<file path="config.mk">
export PLATFORM = sky130hd
export DESIGN_NAME = riscv_core_branch_predictor
export DESIGN_NICKNAME = d
export VERILOG_FILES = /design/src/rtl/riscv_core_bp_pkg.sv /design/src/rtl/riscv_core_bp_btb.sv /design/src/rtl/riscv_core_branch_predictor.sv
export SDC_FILE = /design/constraint.sdc
export NUM_CORES = 2
export LEC_CHECK = 0
export ABC_CLOCK_PERIOD_IN_PS = 5400
export CORE_MARGIN = 1.5
export CORE_UTILIZATION = 51
export DETAILED_ROUTE_END_ITERATION = 6
export DONT_BUFFER_PORTS = 1
export PLACE_DENSITY_LB_ADDON = 0.08
export SLEW_MARGIN = 10
export SYNTH_ARGS = -nofsm -noshare
export SYNTH_HDL_FRONTEND = slang
export SYNTH_SLANG_ARGS = --single-unit
</file>
<file path="constraint.sdc">
create_clock -name i_clk -period 5.4 [get_ports i_clk]
set_input_delay 0.27 -clock i_clk [delete_from_list [all_inputs] [get_ports i_clk]]
set_output_delay 0.27 -clock i_clk [all_outputs]
set_load 0.01 [all_outputs]
</file>
<file path="src/rtl/riscv_core_bp_pkg.sv">
// Shared types, counter encodings and helpers for the branch predictor.
package riscv_core_bp_pkg;

  // The BTB entry is sized from these defaults; the top-level parameters are
  // expected to match them.
  localparam int unsigned BP_ADDRLEN     = 32;
  localparam int unsigned BP_BTB_ENTRIES = 16;
  localparam int unsigned BP_IDXW        = $clog2(BP_BTB_ENTRIES);
  localparam int unsigned BP_TAGW        = BP_ADDRLEN - BP_IDXW - 1;

  // 2-bit saturating direction counter states
  localparam logic [1:0] CTR_SNT = 2'b00;
  localparam logic [1:0] CTR_WNT = 2'b01;
  localparam logic [1:0] CTR_WT  = 2'b10;
  localparam logic [1:0] CTR_ST  = 2'b11;

  typedef struct packed {
    logic                  valid;
    logic [BP_TAGW-1:0]    tag;
    logic [BP_ADDRLEN-1:0] target;
    logic [1:0]            ctr;
  } btb_entry_t;

  // Move the counter one step toward the resolved direction, saturating at the ends
  function automatic logic [1:0] sat_ctr_update(input logic [1:0] ctr, input logic taken);
    logic [1:0] nxt;
    nxt = ctr;
    if (taken) begin
      if (ctr != CTR_ST) nxt = ctr + 2'd1;
    end else begin
      if (ctr != CTR_SNT) nxt = ctr - 2'd1;
    end
    return nxt;
  endfunction

endpackage

</file>
<file path="src/rtl/riscv_core_bp_btb.sv">
// Direct-mapped BTB storage: two combinational read ports (fetch, update) and
// one synchronous write port. Reset clears every entry to invalid/weak-not-taken.
module riscv_core_bp_btb
  import riscv_core_bp_pkg::*;
#(
  parameter int unsigned ENTRIES = BP_BTB_ENTRIES,
  parameter int unsigned IDXW    = $clog2(ENTRIES)
) (
  input  logic            clk,
  input  logic            rst,
  input  logic [IDXW-1:0] fetch_idx,
  output btb_entry_t      fetch_entry,
  input  logic [IDXW-1:0] upd_idx,
  output btb_entry_t      upd_entry,
  input  logic            wr_en,
  input  logic [IDXW-1:0] wr_idx,
  input  btb_entry_t      wr_entry
);

  btb_entry_t mem [ENTRIES];

  // Reads return pre-write contents; a same-cycle write becomes visible next cycle
  assign fetch_entry = mem[fetch_idx];
  assign upd_entry   = mem[upd_idx];

  // Table storage; reset wins over a coincident write
  always_ff @(posedge clk) begin
    if (rst) begin
      for (int unsigned i = 0; i < ENTRIES; i++) begin
        mem[IDXW'(i)] <= '{valid: 1'b0, tag: '0, target: '0, ctr: CTR_WNT};
      end
    end else if (wr_en) begin
      mem[wr_idx] <= wr_entry;
    end
  end

endmodule

</file>
<file path="src/rtl/riscv_core_branch_predictor.sv">
// Branch predictor: combinational BTB lookup in IF, misprediction detection and
// redirect in EX, table training on the following clock edge.
// Optional build macro BP_PERF_CNT_EN adds branch / misprediction counters.
module riscv_core_branch_predictor
  import riscv_core_bp_pkg::*;
#(
  parameter int unsigned ADDRLEN     = BP_ADDRLEN,
  parameter int unsigned BTB_ENTRIES = BP_BTB_ENTRIES
) (
  input  logic               i_clk,
  input  logic               i_rst,
  input  logic [ADDRLEN-1:0] i_bp_fetch_pc,
  output logic               o_bp_valid,
  output logic               o_bp_isTaken_BP,
  output logic [ADDRLEN-1:0] o_bp_predictedAddr,
  input  logic               i_bp_update_en,
  input  logic [ADDRLEN-1:0] i_bp_update_pc,
  input  logic               i_bp_update_pred_taken,
  input  logic [ADDRLEN-1:0] i_bp_update_pred_target,
  input  logic               i_bp_update_actual_taken,
  input  logic [ADDRLEN-1:0] i_bp_update_actual_target,
  input  logic [ADDRLEN-1:0] i_bp_update_PC_plus_offset,
  output logic               o_bp_misprediction,
  output logic [ADDRLEN-1:0] o_bp_recoveredAddr
`ifdef BP_PERF_CNT_EN
  ,
  output logic [31:0]        o_bp_branch_cnt,
  output logic [31:0]        o_bp_mispredict_cnt
`endif
);

  localparam int unsigned IDXW = $clog2(BTB_ENTRIES);
  localparam int unsigned TAGW = ADDRLEN - IDXW - 1;

  logic [IDXW-1:0] fetch_idx;
  logic [IDXW-1:0] upd_idx;
  logic [TAGW-1:0] fetch_tag;
  logic [TAGW-1:0] upd_tag;
  btb_entry_t      fetch_entry;
  btb_entry_t      upd_entry;
  btb_entry_t      wr_entry;
  logic            wr_en;
  logic            fetch_hit;
  logic            upd_hit;
  logic            unused_bits;

  // Bit 0 is always zero for halfword-aligned PCs and never indexes the table
  assign fetch_idx   = i_bp_fetch_pc[IDXW:1];
  assign fetch_tag   = i_bp_fetch_pc[ADDRLEN-1:IDXW+1];
  assign upd_idx     = i_bp_update_pc[IDXW:1];
  assign upd_tag     = i_bp_update_pc[ADDRLEN-1:IDXW+1];
  assign unused_bits = i_bp_fetch_pc[0] ^ i_bp_update_pc[0] ^ fetch_entry.ctr[0];

  riscv_core_bp_btb #(
    .ENTRIES (BTB_ENTRIES),
    .IDXW    (IDXW)
  ) u_btb (
    .clk         (i_clk),
    .rst         (i_rst),
    .fetch_idx   (fetch_idx),
    .fetch_entry (fetch_entry),
    .upd_idx     (upd_idx),
    .upd_entry   (upd_entry),
    .wr_en       (wr_en),
    .wr_idx      (upd_idx),
    .wr_entry    (wr_entry)
  );

  // IF-stage prediction; everything reads as zero on a miss
  always_comb begin
    fetch_hit          = fetch_entry.valid & (fetch_entry.tag == BP_TAGW'(fetch_tag));
    o_bp_valid         = fetch_hit;
    o_bp_isTaken_BP    = fetch_hit & fetch_entry.ctr[1];
    o_bp_predictedAddr = fetch_hit ? ADDRLEN'(fetch_entry.target) : '0;
  end

  // EX-stage resolution: wrong direction, or taken to a different target
  always_comb begin
    o_bp_misprediction = i_bp_update_en &
                         ((i_bp_update_pred_taken != i_bp_update_actual_taken) |
                          (i_bp_update_actual_taken &
                           (i_bp_update_pred_target != i_bp_update_actual_target)));
    o_bp_recoveredAddr = '0;
    if (o_bp_misprediction) begin
      o_bp_recoveredAddr = i_bp_update_actual_taken ? i_bp_update_actual_target
                                                    : i_bp_update_PC_plus_offset;
    end
  end

  // Training: hits move the counter (and refresh target if taken); taken misses allocate
  always_comb begin
    upd_hit  = upd_entry.valid & (upd_entry.tag == BP_TAGW'(upd_tag));
    wr_en    = 1'b0;
    wr_entry = upd_entry;
    if (i_bp_update_en) begin
      if (upd_hit) begin
        wr_en        = 1'b1;
        wr_entry.ctr = sat_ctr_update(upd_entry.ctr, i_bp_update_actual_taken);
        if (i_bp_update_actual_taken) begin
          wr_entry.target = BP_ADDRLEN'(i_bp_update_actual_target);
        end
      end else if (i_bp_update_actual_taken) begin
        wr_en    = 1'b1;
        wr_entry = '{valid:  1'b1,
                     tag:    BP_TAGW'(upd_tag),
                     target: BP_ADDRLEN'(i_bp_update_actual_target),
                     ctr:    CTR_WT};
      end
    end
  end

`ifdef BP_PERF_CNT_EN
  // Free-running resolved-branch and misprediction counters, wrapping at 2^32
  always_ff @(posedge i_clk) begin
    if (i_rst) begin
      o_bp_branch_cnt     <= '0;
      o_bp_mispredict_cnt <= '0;
    end else begin
      if (i_bp_update_en)     o_bp_branch_cnt     <= o_bp_branch_cnt + 32'd1;
      if (o_bp_misprediction) o_bp_mispredict_cnt <= o_bp_mispredict_cnt + 32'd1;
    end
  end
`endif

endmodule

</file>
==> results.py <==
metrics = {
    "outcome": {
        "outcome": "complete, but fails checks",
        "failed_checks": "slew limit, setup timing",
    },
    "floorplanning": {
        "die-area_um2": 107100,
        "ios": 232,
        "dieHeight_um": 327.3,
        "core_um2": 103900,
        "start_util_pct": 51.61,
        "rows": 118,
        "fp.dieW_um": 327.3,
    },
    "critical_path": {
        "crit_type": "in2reg",
        "critPathLaunchType": "input port",
        "cp_max_fo": 302,
        "crit_required_ps": 5820,
        "cp-end-kind": "flop",
        "arrival_ps": 5870,
    },
    "cells_and_area": {
        "reg_top3": "u_btb.mem: 992 flops",
        "layout-drive-gt1-share_pct": 26.94,
        "final_cell_mix": "nor2_1, edfxtp_1, mux4_2",
        "largest_register_ffs": 992,
        "fill_cells": 8264,
        "fin_cells": 5041,
        "utilization_pct": 56.99,
        "regMostFlops": "u_btb.mem",
        "finalNetCount": 3726,
        "area_growth_pct": 10.41,
        "postLayoutCellArea_um2": 59230,
    },
    "detailed_routing": {
        "antenna_left": 0,
        "drt_wl_total_um": 188300,
        "vias": 35490,
        "drt_pass1_iterations": 6,
        "drt_iter0_markers": 4964,
        "drcViolationCount": 0,
        "wire_per_inst_um": 37.36,
        "viasPerCell": 7.040,
    },
    "grt": {
        "gr-total-overflow": 0,
        "track_usage_pct": 35.22,
        "met3_usage_pct": 7.230,
        "grt_pass1_vias": 36060,
        "grt.busiest_layer": "met2",
        "use_met1_pct": 46.27,
        "grtUsageMet2_pct": 57.21,
        "grt_max_degree": 303,
        "antenna_found_initial": 7,
        "grt_pass1_wl_um": 264600,
    },
    "logic_synthesis": {
        "synth_cell_types": 75,
        "synthCells": 3647,
        "ys_ff_latch": 992,
        "synth-edff-count": 992,
        "syn_area_per_cell_um2": 14.71,
        "yosys-top-cells-area": "edfxtp_1, mux4_2, nor2_1",
        "yosysWarnings": 0,
        "syn_area_um2": 53650,
        "synth_top_area_share_pct": 55.53,
        "async_flop_share_pct": 0,
        "synth-seq-area-share_pct": 55.53,
        "synth_top_flop_cell": "edfxtp_1",
        "yosysTopAreaCell": "edfxtp_1",
        "synth_fp_nets": 3812,
    },
    "clocking": {
        "cts_inserted_buffers": 110,
        "clk_latency_ps": 710,
        "cts_hold_buf": 34,
        "postCtsSetupBuffers": 0,
        "cts_sinks": 992,
        "clock_path_buffers": 3,
        "cts_tree": "built",
        "clk_pin_slew_ps": 60,
        "h-tree-depth": 3,
        "clock-root-buffer": "clkbuf_16",
        "cts_resized": 0,
    },
    "timing": {
        "timing.final.crit_share_pct": 100.9,
        "rsz0062_at_grt": "no",
        "finClkSkew_ps": 30.54,
        "drv_slew": 130,
        "final_hold_viol_count": 0,
        "fmax_mhz": 183.6,
        "min_period_ps": 5448,
        "setup_tns_ps": -1011,
        "worstMarginPinSlew_ps": 2041,
        "slew_headroom_pct": -36.06,
        "fin_ws_ps": -47.91,
        "setup-violations-final": 68,
    },
    "worst_hold_path": {
        "hold_path.class": "in2reg",
    },
    "place": {
        "placed_area_um2": 55360,
        "dp_worst_setup_slack_ps": 605.7,
        "portBuffers": 0,
        "dp.cells": 4795,
        "gp_congestion": 0.9211,
        "dp_hpwl_um": 102300,
    },
    "power_and_ir_drop": {
        "peakVddDrop_uv": 257.1,
        "power.leakage_uw": 0.02049,
        "p_per_area_nw_per_um2": 310.5,
    },
    "flow_run": {
        "cap_viol_max_count": 0,
    },
}
cell families (layout without fill, tap and decap cells):
logic type | Yosys count | count (layout) | synth area share (%)
buf+inv | 396 | 401 | 3.694
compound gates | 144 | 144 | 1.989
mux | 795 | 795 | 27.87
flops | 992 | 992 | 55.53
simple gates | 1244 | 1244 | 9.679
xor+xnor | 75 | 75 | 1.224
other cells | 0 | 9 | 0
fa+ha+maj | 1 | 1 | 0.01866
synth_stat cells (37+ instances only):
cell      number
buf_6         40
xnor2_1       50
edfxtp_1     992
clkbuf_1     197
nand2_1       48
mux4_2       547
mux2i_1      188
buf_1         46
nor2_1       993
buf_2         56
and3_1        38
mux2_2        37
power by group:
group | leakage [uW] | internal, uW | switching, uW | total, uW
registers | 0.0102 | 8750 | 156 | 8900
logic | 0.00864 | 1010 | 1170 | 2180
clock network | 0.00167 | 4110 | 3190 | 7300
total | 0.0205 | 13900 | 4520 | 18400
layer usage:
metal / vias to the layer above / part of all wire (%)
met3: 473 / 12
met5: - / 0.016
li1: 13920 / -
met2: 2636 / 48
met4: 4 / 4.5
met1: 18460 / 36
area by class of cell:
cell class	instances	area [um2]	area share, %
multi-input combinational	2259	22170	37.42
tap	1380	1727	2.915
clock inverter	74	616.8	1.041
clock buffer	129	2824	4.768
timing repair buffer	165	1962	3.312
inverter	33	126.4	0.2133
antenna	9	22.52	0.03802
sequential	992	29790	50.29
critical path: stages:
cell	delay [ps]
nor2b_1	1250
a22oi_1	220
nand2_1	320
a221oi_1	210
a22oi_1	340
a2111oi_4	120
a31oi_4	480
or4_4	250
buf_4	590
buf_4	720
nor2_1	120
stage by stage:
stage / hold slack [ps] / power [uW]
CTS: 9.378 / 18390
floorplan: 549.6 / 10630
global placement: 521.5 / 11100
finish: 19.30 / 18390
detailed placement: 531.8 / 11150
global route: 41.75 / 18830
path summary, 6_finish.rpt:
check / startpoint / end / cells past startpoint / slack (ps)
worst min-delay path: i_bp_update_actual_target[22] / u_btb.mem[14][24] / 2 / 20
worst max-delay path: i_bp_update_pc[2] / u_btb.mem[8][53] / 11 / -50
worst min register to register: u_btb.mem[13][42] / u_btb.mem[12][42] / 5 / 1130
worst max register to register: u_btb.mem[15][56] / u_btb.mem[8][53] / 11 / 700
Note: power is estimated with default switching activity, not from simulation.
